==> config.mk <==
export PLATFORM = sky130hd
export DESIGN_NAME = leaf_loopback_tester
export DESIGN_NICKNAME = d
export VERILOG_FILES = /design/src/rtl/leaf_loopback_tester.sv
export SDC_FILE = /design/constraint.sdc
export NUM_CORES = 1
export LEC_CHECK = 0
export BUFFER_PORTS_ARGS = -buffer_cell sky130_fd_sc_hd__buf_2
export CORE_UTILIZATION = 40
export CTS_CLUSTER_SIZE = 12
export DETAILED_ROUTE_END_ITERATION = 7
export GPL_ROUTABILITY_DRIVEN = 0
export PLACE_DENSITY = 0.69
export SETUP_SLACK_MARGIN = 0.02
export SKIP_LAST_GASP = 1
export SYNTH_ARGS = -nofsm -noshare
export SYNTH_HDL_FRONTEND = slang
export SYNTH_SLANG_ARGS = --single-unit
export TNS_END_PERCENT = 20
==> constraint.sdc <==
create_clock -name clk -period 5.4 [get_ports clk]
set_input_delay 0.27 -clock clk [delete_from_list [all_inputs] [get_ports clk]]
set_output_delay 0.27 -clock clk [all_outputs]
set_load 0.01 [all_outputs]
==> src/rtl/leaf_loopback_tester.sv <==
// BFT-side stimulus/check engine for a leaf page: sends numbered LFSR packets
// with a resend strobe, compares the page's echo and tallies mismatches.
module leaf_loopback_tester #(
  parameter int unsigned LAT = 1
) (
  input  logic        clk,
  input  logic        reset,
  input  logic        start,
  input  logic [15:0] num_pkts,
  input  logic [4:0]  dst_leaf,
  input  logic [3:0]  dst_port,
  input  logic [31:0] seed,
  output logic [48:0] dout_leaf_bft2interface,
  output logic        resend,
  input  logic [48:0] din_leaf_interface2bft,
  output logic        busy,
  output logic        done,
  output logic        pass,
  output logic [15:0] err_count,
  output logic [15:0] first_err_idx
);

  typedef enum logic [2:0] {S_IDLE, S_SEND, S_WAIT, S_CHECK, S_DONE} state_t;

  state_t      state_q, state_d;
  logic [3:0]  wait_q, wait_d;
  logic [15:0] idx_q, idx_d;
  logic [15:0] num_q, num_d;
  logic [4:0]  leaf_q, leaf_d;
  logic [3:0]  port_q, port_d;
  logic [31:0] lfsr_q, lfsr_d;
  logic [48:0] dout_q, dout_d;
  logic        resend_q, resend_d;
  logic        busy_q, busy_d;
  logic        done_q, done_d;
  logic        pass_q, pass_d;
  logic [15:0] err_q, err_d;
  logic [15:0] fe_q, fe_d;

  logic        is_last;
  logic        mismatch;
  logic [31:0] seed_eff;
  logic [4:0]  pkt_leaf;
  logic [3:0]  pkt_port;
  logic [31:0] pkt_payload;

  function automatic logic [31:0] lfsr_next(input logic [31:0] v);
    return {v[30:0], v[31] ^ v[21] ^ v[1] ^ v[0]};
  endfunction

  assign is_last  = (idx_q == num_q - 16'd1);
  assign mismatch = (din_leaf_interface2bft != dout_q);
  assign seed_eff = (seed == 32'd0) ? 32'd1 : seed;

  always_ff @(posedge clk or posedge reset) begin
    if (reset) state_q <= S_IDLE;
    else       state_q <= state_d;
  end

  always_comb begin
    state_d = state_q;
    case (state_q)
      S_IDLE:  if (start) state_d = (num_pkts == 16'd0) ? S_DONE : S_SEND;
      S_SEND:  state_d = (LAT > 1) ? S_WAIT : S_CHECK;
      S_WAIT:  if (wait_q == 4'(LAT - 1)) state_d = S_CHECK;
      S_CHECK: state_d = is_last ? S_DONE : S_SEND;
      S_DONE:  state_d = S_IDLE;
      default: state_d = S_IDLE;
    endcase
  end

  always_comb begin
    wait_d   = wait_q;
    idx_d    = idx_q;
    num_d    = num_q;
    leaf_d   = leaf_q;
    port_d   = port_q;
    lfsr_d   = lfsr_q;
    dout_d   = dout_q;
    pass_d   = pass_q;
    err_d    = err_q;
    fe_d     = fe_q;

    if (state_q == S_SEND)      wait_d = 4'd1;
    else if (state_q == S_WAIT) wait_d = wait_q + 4'd1;

    if (state_q == S_IDLE && start) begin
      num_d  = num_pkts;
      leaf_d = dst_leaf;
      port_d = dst_port;
      lfsr_d = seed_eff;
      idx_d  = 16'd0;
      err_d  = 16'd0;
      fe_d   = 16'hFFFF;
      pass_d = 1'b0;
    end

    if (state_q == S_CHECK) begin
      if (mismatch) begin
        if (err_q != 16'hFFFF) err_d = err_q + 16'd1;
        if (err_q == 16'd0)    fe_d  = idx_q;
      end
      if (!is_last) idx_d = idx_q + 16'd1;
    end

    // The first packet is built straight from the start-cycle inputs.
    pkt_leaf    = (state_q == S_IDLE) ? dst_leaf : leaf_q;
    pkt_port    = (state_q == S_IDLE) ? dst_port : port_q;
    pkt_payload = (state_q == S_IDLE) ? seed_eff : lfsr_q;

    if (state_d == S_SEND) begin
      dout_d = {1'b1, pkt_leaf, pkt_port, idx_d[6:0], pkt_payload};
      lfsr_d = lfsr_next(pkt_payload);
    end else if (state_d == S_DONE || state_d == S_IDLE) begin
      dout_d = 49'd0;
    end

    resend_d = (state_d == S_SEND);
    busy_d   = (state_d == S_SEND) || (state_d == S_WAIT) || (state_d == S_CHECK);
    done_d   = (state_d == S_DONE);
    if (state_d == S_DONE) pass_d = (err_d == 16'd0);
  end

  always_ff @(posedge clk or posedge reset) begin
    if (reset) begin
      wait_q   <= 4'd0;
      idx_q    <= 16'd0;
      num_q    <= 16'd0;
      leaf_q   <= 5'd0;
      port_q   <= 4'd0;
      lfsr_q   <= 32'd1;
      dout_q   <= 49'd0;
      resend_q <= 1'b0;
      busy_q   <= 1'b0;
      done_q   <= 1'b0;
      pass_q   <= 1'b0;
      err_q    <= 16'd0;
      fe_q     <= 16'hFFFF;
    end else begin
      wait_q   <= wait_d;
      idx_q    <= idx_d;
      num_q    <= num_d;
      leaf_q   <= leaf_d;
      port_q   <= port_d;
      lfsr_q   <= lfsr_d;
      dout_q   <= dout_d;
      resend_q <= resend_d;
      busy_q   <= busy_d;
      done_q   <= done_d;
      pass_q   <= pass_d;
      err_q    <= err_d;
      fe_q     <= fe_d;
    end
  end

  assign dout_leaf_bft2interface = dout_q;
  assign resend                  = resend_q;
  assign busy                    = busy_q;
  assign done                    = done_q;
  assign pass                    = pass_q;
  assign err_count               = err_q;
  assign first_err_idx           = fe_q;

endmodule
==> metrics.txt, run 1 <==
Num CTS Buffers=17; GRT overflow=0; Mapped Cells=932; f_max=roughly 0.28 GHz; count leader, synth=nand2_1; Ports=just under 200; RR Endpoint=lfsr_q[2]; post-DP HPWL=18.1 mm; Arrival @ worst endpoint=approximately 4 ns; Initial DRC Count=~600; final period utilization=about two thirds; final setup vio count=0; Worst Max-Slew Pin Slew=~0.83 ns; Clk pwr share=21.9%; TritonRoute pass-1 iters=5; number of global-route vias before repair=7232; Finished Layout Cells=1390; share of layout cells above drive strength 1=between 20% and 30%; DR vias=7765; cell taking the most area after synthesis=dfrtp_1; top-area cell type share of the netlist area=42.0%; status=complete, no violations; number of distinct library cells after synthesis=69; first-pass GRT wire length=39.6 mm; Pleak=slightly above 5 nW; ANT nets after route=0; final instance area=~11000 sq um; P&R area growth vs syn=20.5%; sequential power share=36.3%; Gate power share=approximately two fifths; Peak VDD IR=around 0.27 mV; setup ws final=approximately 1.8 ns; Critical Path Fanout Max=31; Reg2Reg Depth=10; final core utilization=49.9%; clk_lat worst skew=0.44 ns; fillers=approximately 2000; min-delay worst type=primary input to flip-flop; Die ar.=around 23000 sq um; Post-synth top cells=nand2_1, dfrtp_1, o21ai_0; GRT Total Usage=a little under a quarter; Crit path required time=5.70 ns; sw power=around 0.0025 W; Max-cap violations=0; Synth Cell Area=a little under 9000 sq um; Critical Path End=lfsr_q[2]; CTS tree=done; placed cells=roughly 1400; register area share after synthesis=between 40 and 50%; ys async rst share=100%; Fin. Hold Viols=0; Crit Path Class=flip-flop to flip-flop; Crit Reg-Reg Startpoint=num_q[2]; Yosys reg bits=165; max_slew headroom=roughly 45%; largest net degree at the start of global routing=between 60 and 70; crit path capture type=flip-flop; ranking of synthesized cells by area=dfrtp_1, nand2_1, xor2_1; max-slew violations=0; routed wire length=25.2 mm; min Tclk post-route=approximately 3.6 ns; Max Buffers Root-to-Sink=2; PortBufs=193; clk sinks=about 170; DRC=0; worst slack, placed=1.78 ns; Yosys warnings=0; power per cell area=about 540 nW/um^2; Setup TNS=0 ns; Root Buffer=clkbuf_16; Starting Density=approximately 41%; RSZ-0062 raised after global routing=false; syn_area_per_cell=approximately 9.5 sq um; Site Rows=between 50 and 60; DIE WIDTH=approximately 150 um; startpoint types=flip-flop; Final nets=between 1000 and 1500; Pint=between 0.003 and 0.004 W; vias per std cell=around 5.6; H-tree levels=4; Placement Cell Area=between 9000 and 10000 sq um; Worst Setup SP=num_q[2]; routed len/inst=about 18 um; core area=between 20000 and 25000 sq um; antenna violations before repair=0; Sw Ratio=42.5%; ys flop type=dfrtp_1; Die H=roughly 150 um; clock-pin slew on the worst setup and hold paths=approximately 0.080 ns; skew final=0.0199 ns; flop2flop setup slack=between 1.5 and 2 ns; syn_nets=roughly 1000; Post-synth EDFFs=0
critical path: stages (launching register included):
cell and delay [ns]:
dfrtp_1 0.44, or3_4 0.38, or4_1 0.49, a211oi_2 0.27, nand4_1 0.15, a2111o_1 0.45, nand3b_2 0.35, buf_4 0.39
inv_2 0.24, a22oi_1 0.19, o221ai_1 0.13
worst min path at each step:
stage	startpoint	end	slack, ns	cells past startpoint
floorplan	dst_leaf[0]	leaf_q[0]	0.38	2
global placement	reset	resend	0.39	2
detailed placement	reset	lfsr_q[9]	0.39	2
CTS	dst_leaf[1]	leaf_q[1]	0.04	3
global route	dst_leaf[1]	leaf_q[1]	0.04	3
finish	dst_leaf[1]	leaf_q[1]	0.05	3
state kept, by name, indices dropped and copies added (netlist names):
signal / cells
done: 1
busy: 1
pass: 1
idx_q: 16
wait_q: 4
first_err_idx: 16
num_q: 16
leaf_q: 5
lfsr_q: 32
resend: 1
err_count: 16
state_q: 3
dout_leaf_bft2interface: 49
port_q: 4
stage by stage:
step / hold slack [ns] / power, W
final: 0.0491 / 0.00578
after global placement: 0.386 / 0.00448
after CTS: 0.0354 / 0.00582
after detailed placement: 0.393 / 0.00453
after floorplan: 0.375 / 0.00383
after global routing: 0.0416 / 0.00617
logic make-up (layout without fill, tap and decap cells):
| logic type | count (synthesis) | after routing | share of synthesized area [%] |
|---|---|---|---|
| AOI/OAI and AO/OA | 200 | 200 | 15.2 |
| xor gates and xnor gates | 77 | 77 | 7.83 |
| adders and majority gates | 6 | 6 | 0.852 |
| buffers and inverters | 71 | 253 | 3.76 |
| DFF | 165 | 165 | 47.1 |
| muxes | 45 | 45 | 5.16 |
| other | 0 | 1 | 0 |
| and+or+nand+nor | 368 | 368 | 20.1 |
routing by layer:
layer / wire length [um] / GRT usage, % / share of wire [%]
met5: 0 / 0 / 0
met2: 11700 / 35.9 / 47
met1: 11400 / 32.9 / 45
met3: 1640 / 3.39 / 6.5
met4: 376 / 6.21 / 1.5
area by class of cell:
class / instances / area [sq um] / area share [%]
clock buffers: 17 / 425 / 4.01
clock inverters: 15 / 195 / 1.84
inverters: 12 / 50.0 / 0.471
flip-flops and latches: 165 / 4150 / 39.1
diodes: 1 / 2.50 / 0.0236
well taps: 275 / 344 / 3.24
multi-input cells: 696 / 4360 / 41.1
repair buffers: 209 / 1090 / 10.3
power groups by stage:
stage	logic, W	clock network (W)	registers [W]
2_1_floorplan	0.00176	0	0.00207
3_3_place_gp	0.00238	0	0.00210
3_5_place_dp	0.00242	0	0.00211
4_1_cts	0.00243	0.00129	0.00210
5_1_grt	0.00268	0.00134	0.00215
6_report	0.00242	0.00127	0.00210
cell usage in the layout (no fill, tap or decap), types with 4 or more instances in the layout:
master     netlist  routed
o21ai_0         62      62
inv_1           11      10
nand4_1         15      15
nor2_1          41      40
nor2b_1          5       5
ha_1             6       6
a21o_1          17      17
or3_1            6       6
mux2i_1         42      42
buf_2            4     193
nand3_1         21      21
o21ai_1          5       5
dfstp_2         17      17
and3_1          12      12
or4_1            5       5
nand2b_1         5       5
dfrtp_1        148     148
a22o_1           8       8
clkbuf_16        0      17
a221o_1         16      16
a22oi_1         30      30
nor3_1          10       8
a21oi_1         29      28
xnor2_1         22      22
nand2_1        187     186
buf_4            3      15
nor4_1          34      33
xor2_1          54      54
a31o_2           4       4
o211ai_1         4       4
inv_8            0       8
timing repair:
action,in CTS,in global routing
hold buffers,1,0
hold endpoints to repair,48,0
gates resized for setup,0,0
setup buffers,0,0
Power figures use the tool's default switching activity.
==> inputs of run 2 (changes only) <==
ABC_AREA = 1   (was not set)
PLACE_DENSITY = 0.7   (was 0.69)
clock period = 3.1 ns   (was 5.4 ns; I/O delays follow)
==> run 2 against run 1 <==
Effect of this change:
- the run now ends with negative hold slack left
- count of clock-buffer cells in the layout stayed put
- sequential power is 72% higher
- via count is 23% higher
- die area is 11% higher
==> metrics.txt, run 2 <==
status=complete, but fails checks; failing checks=negative hold slack; RSZ-0062 raised after global routing=false; crit-path cells=inv_1 -> ha_1 -> nand3_2 -> nor2_1 -> nand2_1 -> xor2_1 -> nor3_1 -> nand3_1 -> nor2_1 -> nand2_2 -> nand2_4 -> nand2_2 -> nand2_2 -> buf_12 -> nand3_1 -> nand3_1; Finished Layout Cells=1918 (+38%); Site Rows=56 (+5.7%); antenna violations before repair=0 (unchanged); power per cell area=899 nW/um^2 (+65%); top-area cell type share of the netlist area=37.9% (-4.2 points); Die H=158 um (+5.3%); sw power=0.00480 W (+95%); commonest non-fill, non-tap cell in the layout=nand2_1; skew final=0.0148 ns (-0.00506 ns); core area=23800 sq um (+12%); H-tree levels=4 (unchanged); first-pass GRT wire length=45.1 mm (+14%); Most Crowded Layer GR=met2; syn_area_per_cell=7.02 sq um (-26%); Starting Density=41.2% (-0.22 points); placed cells=1860 (+37%); Final nets=1700 (+40%); final core utilization=49.9% (about the same); routed len/inst=14.4 um (-21%); crit path capture type=flip-flop; Yosys reg bits=165 (unchanged); M1 GR Usage=30.8% (-2.0 points); most frequent cells in the layout=nand2_1, buf_2, dfrtp_1; Post-synth top cells=nand2_1, dfrtp_1, inv_1, nand3_1, nor2_1; Max-cap violations=0 (unchanged); max-slew violations=0 (unchanged); syn_nets=1507 (+44%); crit path buf inv count=2 (unchanged); number of distinct library cells after synthesis=37 (-46%); P&R area growth vs syn=21.3%; max_slew headroom=37.5% (-7.1 points); clock-pin slew on the worst setup and hold paths=0.07 ns (about the same); clk sinks=165 (unchanged); Synth Cell Area=9780 sq um (+11%); number of global-route vias before repair=8921 (+23%); DR vias=9524 (+23%); ANT nets after route=0 (unchanged); final period utilization=90.7% (+23 points); startpoint types=flip-flop; Slowest-stage cell, CP=dfrtp_1; CTS tree=done; register area share after synthesis=42.4% (-4.7 points); Crit Reg-Reg Startpoint=num_q[0]; max FFs per register=49 (unchanged); count leader, synth=nand2_1; Pint=0.00586 W (+76%); Crit path max-delay family=simple AND/OR/NAND/NOR gates; PortBufs=193 (unchanged); Worst Setup SP=num_q[0]; share of layout cells above drive strength 1=17.8% (-7.5 points); min-delay worst type=primary input to asynchronous set/reset pin; clk_lat worst skew=0.43 ns (about the same); slowest stage delay, CP=0.41 ns (-0.08 ns); Mapped Cells=1392 (+49%); routed wire length=27.6 mm (+9.5%); Worst Max-Slew Pin Slew=0.937 ns (+0.111 ns); DIE WIDTH=158 um (+5.3%); TritonRoute pass-1 iters=6 (+1); GRT overflow=0 (unchanged); Peak VDD IR=0.761 mV (+180%); Num CTS Buffers=17 (unchanged); Crit path required time=3.46 ns (-2.24 ns); f_max=0.356 GHz (+29%); Max Buffers Root-to-Sink=2 (unchanged); Power Total=0.0107 W (+84%); cell taking the most area after synthesis=dfrtp_1; sequential power share=34.0% (-2.3 points); Gate power share=46.1% (+4.3 points); Clk pwr share=20.0% (-1.9 points); post-DP HPWL=19.2 mm (+5.9%); Setup TNS=0 ns (unchanged); ranking of synthesized cells by area=dfrtp_1, nand2_1, nand3_1; Ports=194 (unchanged); Arrival @ worst endpoint=3.17 ns (-0.76 ns); Die ar.=25100 sq um (+11%); Initial DRC Count=695 (+14%); Post-synth EDFFs=0 (unchanged); vias per std cell=4.97 (-11%); Root Buffer=clkbuf_16; DRC=0 (unchanged); GR Util met2=38.2% (+2.3 points); Pleak=6.37 nW (+23%); Fin. Hold Viols=13 (+13); Critical Path Fanout Max=65 (+110%); ys async rst share=100% (unchanged); min Tclk post-route=2.81 ns (-0.821 ns); Min Hold Slack=-0.0839 ns (-0.133 ns); met3 usage=3.73% (+0.33 points); Yosys warnings=0 (unchanged); Sw Ratio=45.0% (+2.5 points); largest net degree at the start of global routing=166 (+160%); final setup vio count=0 (unchanged); GRT Total Usage=23.0% (+0.13 points); Crit Path Class=flip-flop to flip-flop; ys flop type=dfrtp_1
## run 2: cell types whose count changed after synthesis, sizes merged, moves of 20 or more
cell,delta
nor2,+67
xor2,-24
nand2,+330
nor4,-22
nand3,+124
mux2i,-42
a22oi,-30
a21oi,-20
inv,+137
## run 2: power by group through the flow
stage               clock [W]  sequential [W]  combinational, W
detailed placement          0         0.00364           0.00485
finish                0.00213         0.00362           0.00491
floorplan                   0         0.00363           0.00358
global route          0.00228         0.00372           0.00560
CTS                   0.00218         0.00362           0.00489
global placement            0         0.00363           0.00475
## run 2: through the flow
step,instance area [sq um],hold WS (ns),worst slack [ns]
final,11900,-0.0839,0.290
after detailed placement,11000,0.371,0.0294
after global routing,11900,0.00736,0.0445
after global placement,11000,0.370,0.188
after CTS,11800,0.000183,0.0799
after floorplan,9780,0.265,0.799
## run 2: kinds of logic after synthesis
kind of cell,share of synthesized area (%)
DFF,42.4
adders and majority gates,0.768
and+or+nand+nor,35.5
AOI/OAI and AO/OA,6.39
buffers and inverters,8.93
xor gates and xnor gates,6.00
## run 2: path summary, 6_finish.rpt
path,to,slack [ns],cells past startpoint
worst max register to register,lfsr_q[2],0.29,16
worst min-delay path,leaf_q[4],-0.08,3
worst min register to register,first_err_idx[9],0.47,2
min in group clk,lfsr_q[8],0.01,3
worst max-delay path,lfsr_q[2],0.29,16
max in group asynchronous,err_count[7],2.44,3
## run 2: area by class of cell
cell class	instances	area, sq um
fillers	2347	11900
well taps	319	399
repair buffers	234	1370
clock buffers	17	425
diodes	1	2.50
clock inverters	15	165
flip-flops and latches	165	4150
multi-input cells	1016	4760
inverters	151	576
## run 2: worst min-delay path, delay by kind of cell
| family | cells | cell delay (ns) |
|---|---|---|
| buffers and inverters | 3 | 0.72 |
## run 2: metal layers
metal  vias up  share of wire, %
met4         0               1.7
met1      4412                46
met3        36               5.4
met2       289                47
li1       4787                 -
met5         -                 0
## run 2: what timing repair did
action / CTS / global route
hold buffers: 25 / 0
endpoints found under the hold margin: 25 / 0
buffers inserted: 0 / 0
setup endpoints to repair: 3 / 37
resized for setup: 1 / 5
==> inputs of run 3 (changes only) <==
PLACE_DENSITY = 0.68   (was 0.7)
clock period = 3.2 ns   (was 3.1 ns; I/O delays follow)
==> run 3 against run 2 <==
Effect of this change:
- clock skew increased by 0.0012 ns
- die area unchanged
- combinational power decreased by 4.5%
- global-route usage decreased by 0.62 points
- sequential power decreased by 3%
- the run still ends with negative hold slack left
- largest power group unchanged
- sequential share of layout area increased by 0.57 points
- count of clock-buffer cells in the layout increased by 1
==> metrics.txt, run 3 (synthesis gave the netlist of run 2 again) <==
Critical Path Fanout Max=65 (unchanged); status=complete, but fails checks; TritonRoute pass-1 iters=5 (-1); Slowest-stage cell, CP=buf_6; Min Hold Slack=-0.0108 ns (+0.0732 ns); Clk pwr share=19.5% (-0.5 points); PortBufs=193 (unchanged); Pleak=6.28 nW (-1.3%); max-slew violations=0 (unchanged); flop2flop setup slack=0.35 ns (+0.07 ns); Starting Density=41.2% (unchanged); Worst Max-Slew Pin Slew=0.905 ns (-0.0325 ns); Die H=158 um (unchanged); CTS tree=done; sw power=0.00456 W (-4.9%); GRT overflow=0 (unchanged); sequential power share=34.5% (+0.5 points); Arrival @ worst endpoint=3.20 ns (+0.03 ns); H-tree levels=4 (unchanged); routed wire length=27.0 mm (-2.0%); Crit path required time=3.56 ns (+0.10 ns); skew final=0.0160 ns (+0.00119 ns); Post-CTS Setup Inserts=0 (unchanged); Setup TNS=0 ns (unchanged); core area=23800 sq um (unchanged); DIE WIDTH=158 um (unchanged); failing checks=negative hold slack; Final nets=1686 (-0.82%); post-DP HPWL=19.1 mm (-0.63%); GRT Total Usage=22.4% (-0.62 points); Reg2Reg Depth=16 (unchanged); DRC=0 (unchanged); final setup vio count=0 (unchanged); crit path capture type=flip-flop; routed len/inst=14.2 um (-1.1%); setup ws final=0.355 ns (+0.0653 ns); Crit Path Class=flip-flop to flip-flop; clock-pin slew on the worst setup and hold paths=0.07 ns (about the same); share of layout cells above drive strength 1=17.9% (+0.11 points); Ports=194 (unchanged); RSZ-0062 raised after global routing=false; Site Rows=56 (unchanged); max FFs per register=49 (unchanged); power per cell area=874 nW/um^2 (-2.8%); P&R area growth vs syn=19.3%; Num CTS Buffers=17 (unchanged); max_slew headroom=39.7% (+2.2 points); ANT nets after route=0 (unchanged); most frequent cells in the layout=nand2_1, buf_2, dfrtp_1; commonest non-fill, non-tap cell in the layout=nand2_1; final instance area=11700 sq um (-1.6%); number of global-route vias before repair=8719 (-2.3%); Initial DRC Count=694 (-0.14%); ant diodes=0 (-1); min Tclk post-route=2.85 ns (+0.0347 ns); Gate power share=46.0% (about the same); vias per std cell=4.93 (-0.75%); final period utilization=88.9% (-1.7 points); Pint=0.00563 W (-4.0%); f_max=0.351 GHz (-1.2%); Die ar.=25100 sq um (unchanged); clk sinks=165 (unchanged); largest net degree at the start of global routing=166 (unchanged); Root Buffer=clkbuf_16; Fin. Hold Viols=3 (-10); DR vias=9374 (-1.6%); first-pass GRT wire length=44.2 mm (-1.9%); Critical Path Most Common Cell=nand2_2; Sw Ratio=44.8% (-0.23 points); Peak VDD IR=0.839 mV (+10%); clk_lat worst skew=0.43 ns (about the same); Max Buffers Root-to-Sink=2 (unchanged); worst slack, placed=0.162 ns (+0.133 ns); startpoint types=flip-flop; slowest stage delay, CP=0.40 ns (about the same); min-delay worst type=primary input to asynchronous set/reset pin; Max-cap violations=0 (unchanged); crit-path cells=inv_1 -> ha_1 -> nand3_2 -> nor2_2 -> nand2_2 -> nor2_4 -> xor2_1 -> nand4_1 -> nor2_1 -> nand2_2 -> nand2_4 -> nand2_2 -> nand2_2 -> buf_6 -> nand3_1 -> nand3_1; antenna violations before repair=1 (+1); final core utilization=49.1% (-0.80 points); Placement Cell Area=11000 sq um (-0.18%)
[run 3: changes by cell type in the layout (fill, tap and decap cells not counted), moves of 2 or more]
| cell | before | now |
|---|---|---|
| clkinv_4 | 1 | 5 |
| buf_12 | 3 | 1 |
| dlygate4sd3_1 | 25 | 12 |
| inv_6 | 5 | 3 |
| clkinv_2 | 0 | 2 |
| inv_8 | 5 | 0 |
[run 3: worst max-delay path, delay by kind of cell, from the launching register on]
kind | cells | cell delay [ns]
xor gates and xnor gates | 1 | 0.18
adders and majority gates | 1 | 0.21
buffers and inverters | 2 | 0.51
DFF | 1 | 0.39
and+or+nand+nor | 12 | 1.45
[run 3: stage by stage]
stage / power, W / std cells
after detailed placement: 0.00824 / 1859
after global routing: 0.0111 / 1902
final: 0.0102 / 1902
after CTS: 0.0103 / 1902
after floorplan: 0.00698 / 1392
after global placement: 0.00813 / 1859
[run 3: layout make-up]
cell class,instances,area [sq um]
clock buffers,18,439
clock inverters,13,125
fillers,2395,12100
inverters,151,573
multi-input cells,1016,4760
flip-flops and latches,165,4150
well taps,319,399
repair buffers,220,1210
[run 3: routing by layer]
metal  part of all wire [%]  vias up  wire length (um)  GRT usage, %
met4                    1.3        2               342          5.68
met5                  0.030        -                 8             0
met1                     47     4299             12700          31.3
li1                       -     4738                 -             -
met2                     46      303             12500          36.1
met3                    5.4       32              1460          3.35
[run 3: power groups by stage]
stage	sequential, W	combinational (W)	clock (W)
6_report	0.00351	0.00469	0.00199
3_5_place_dp	0.00354	0.00470	0
2_1_floorplan	0.00352	0.00346	0
5_1_grt	0.00362	0.00536	0.00211
3_3_place_gp	0.00352	0.00461	0
4_1_cts	0.00351	0.00472	0.00202
[run 3: path summary, 6_finish.rpt]
kind / startpoint / endpoint
setup / recovery: num_q[0] / lfsr_q[1]
hold / removal: reset / leaf_q[3]
setup reg to reg: num_q[0] / lfsr_q[1]
hold reg to reg: first_err_idx[3] / first_err_idx[3]
max in group asynchronous: reset / busy
min in group clk: dst_port[3] / port_q[3]
[run 3: repair_timing]
item	4_1_cts	5_1_grt
hold buffers	12	0
resized for setup	0	3
endpoints found under the hold margin	12	0
endpoints found under the setup margin	0	78
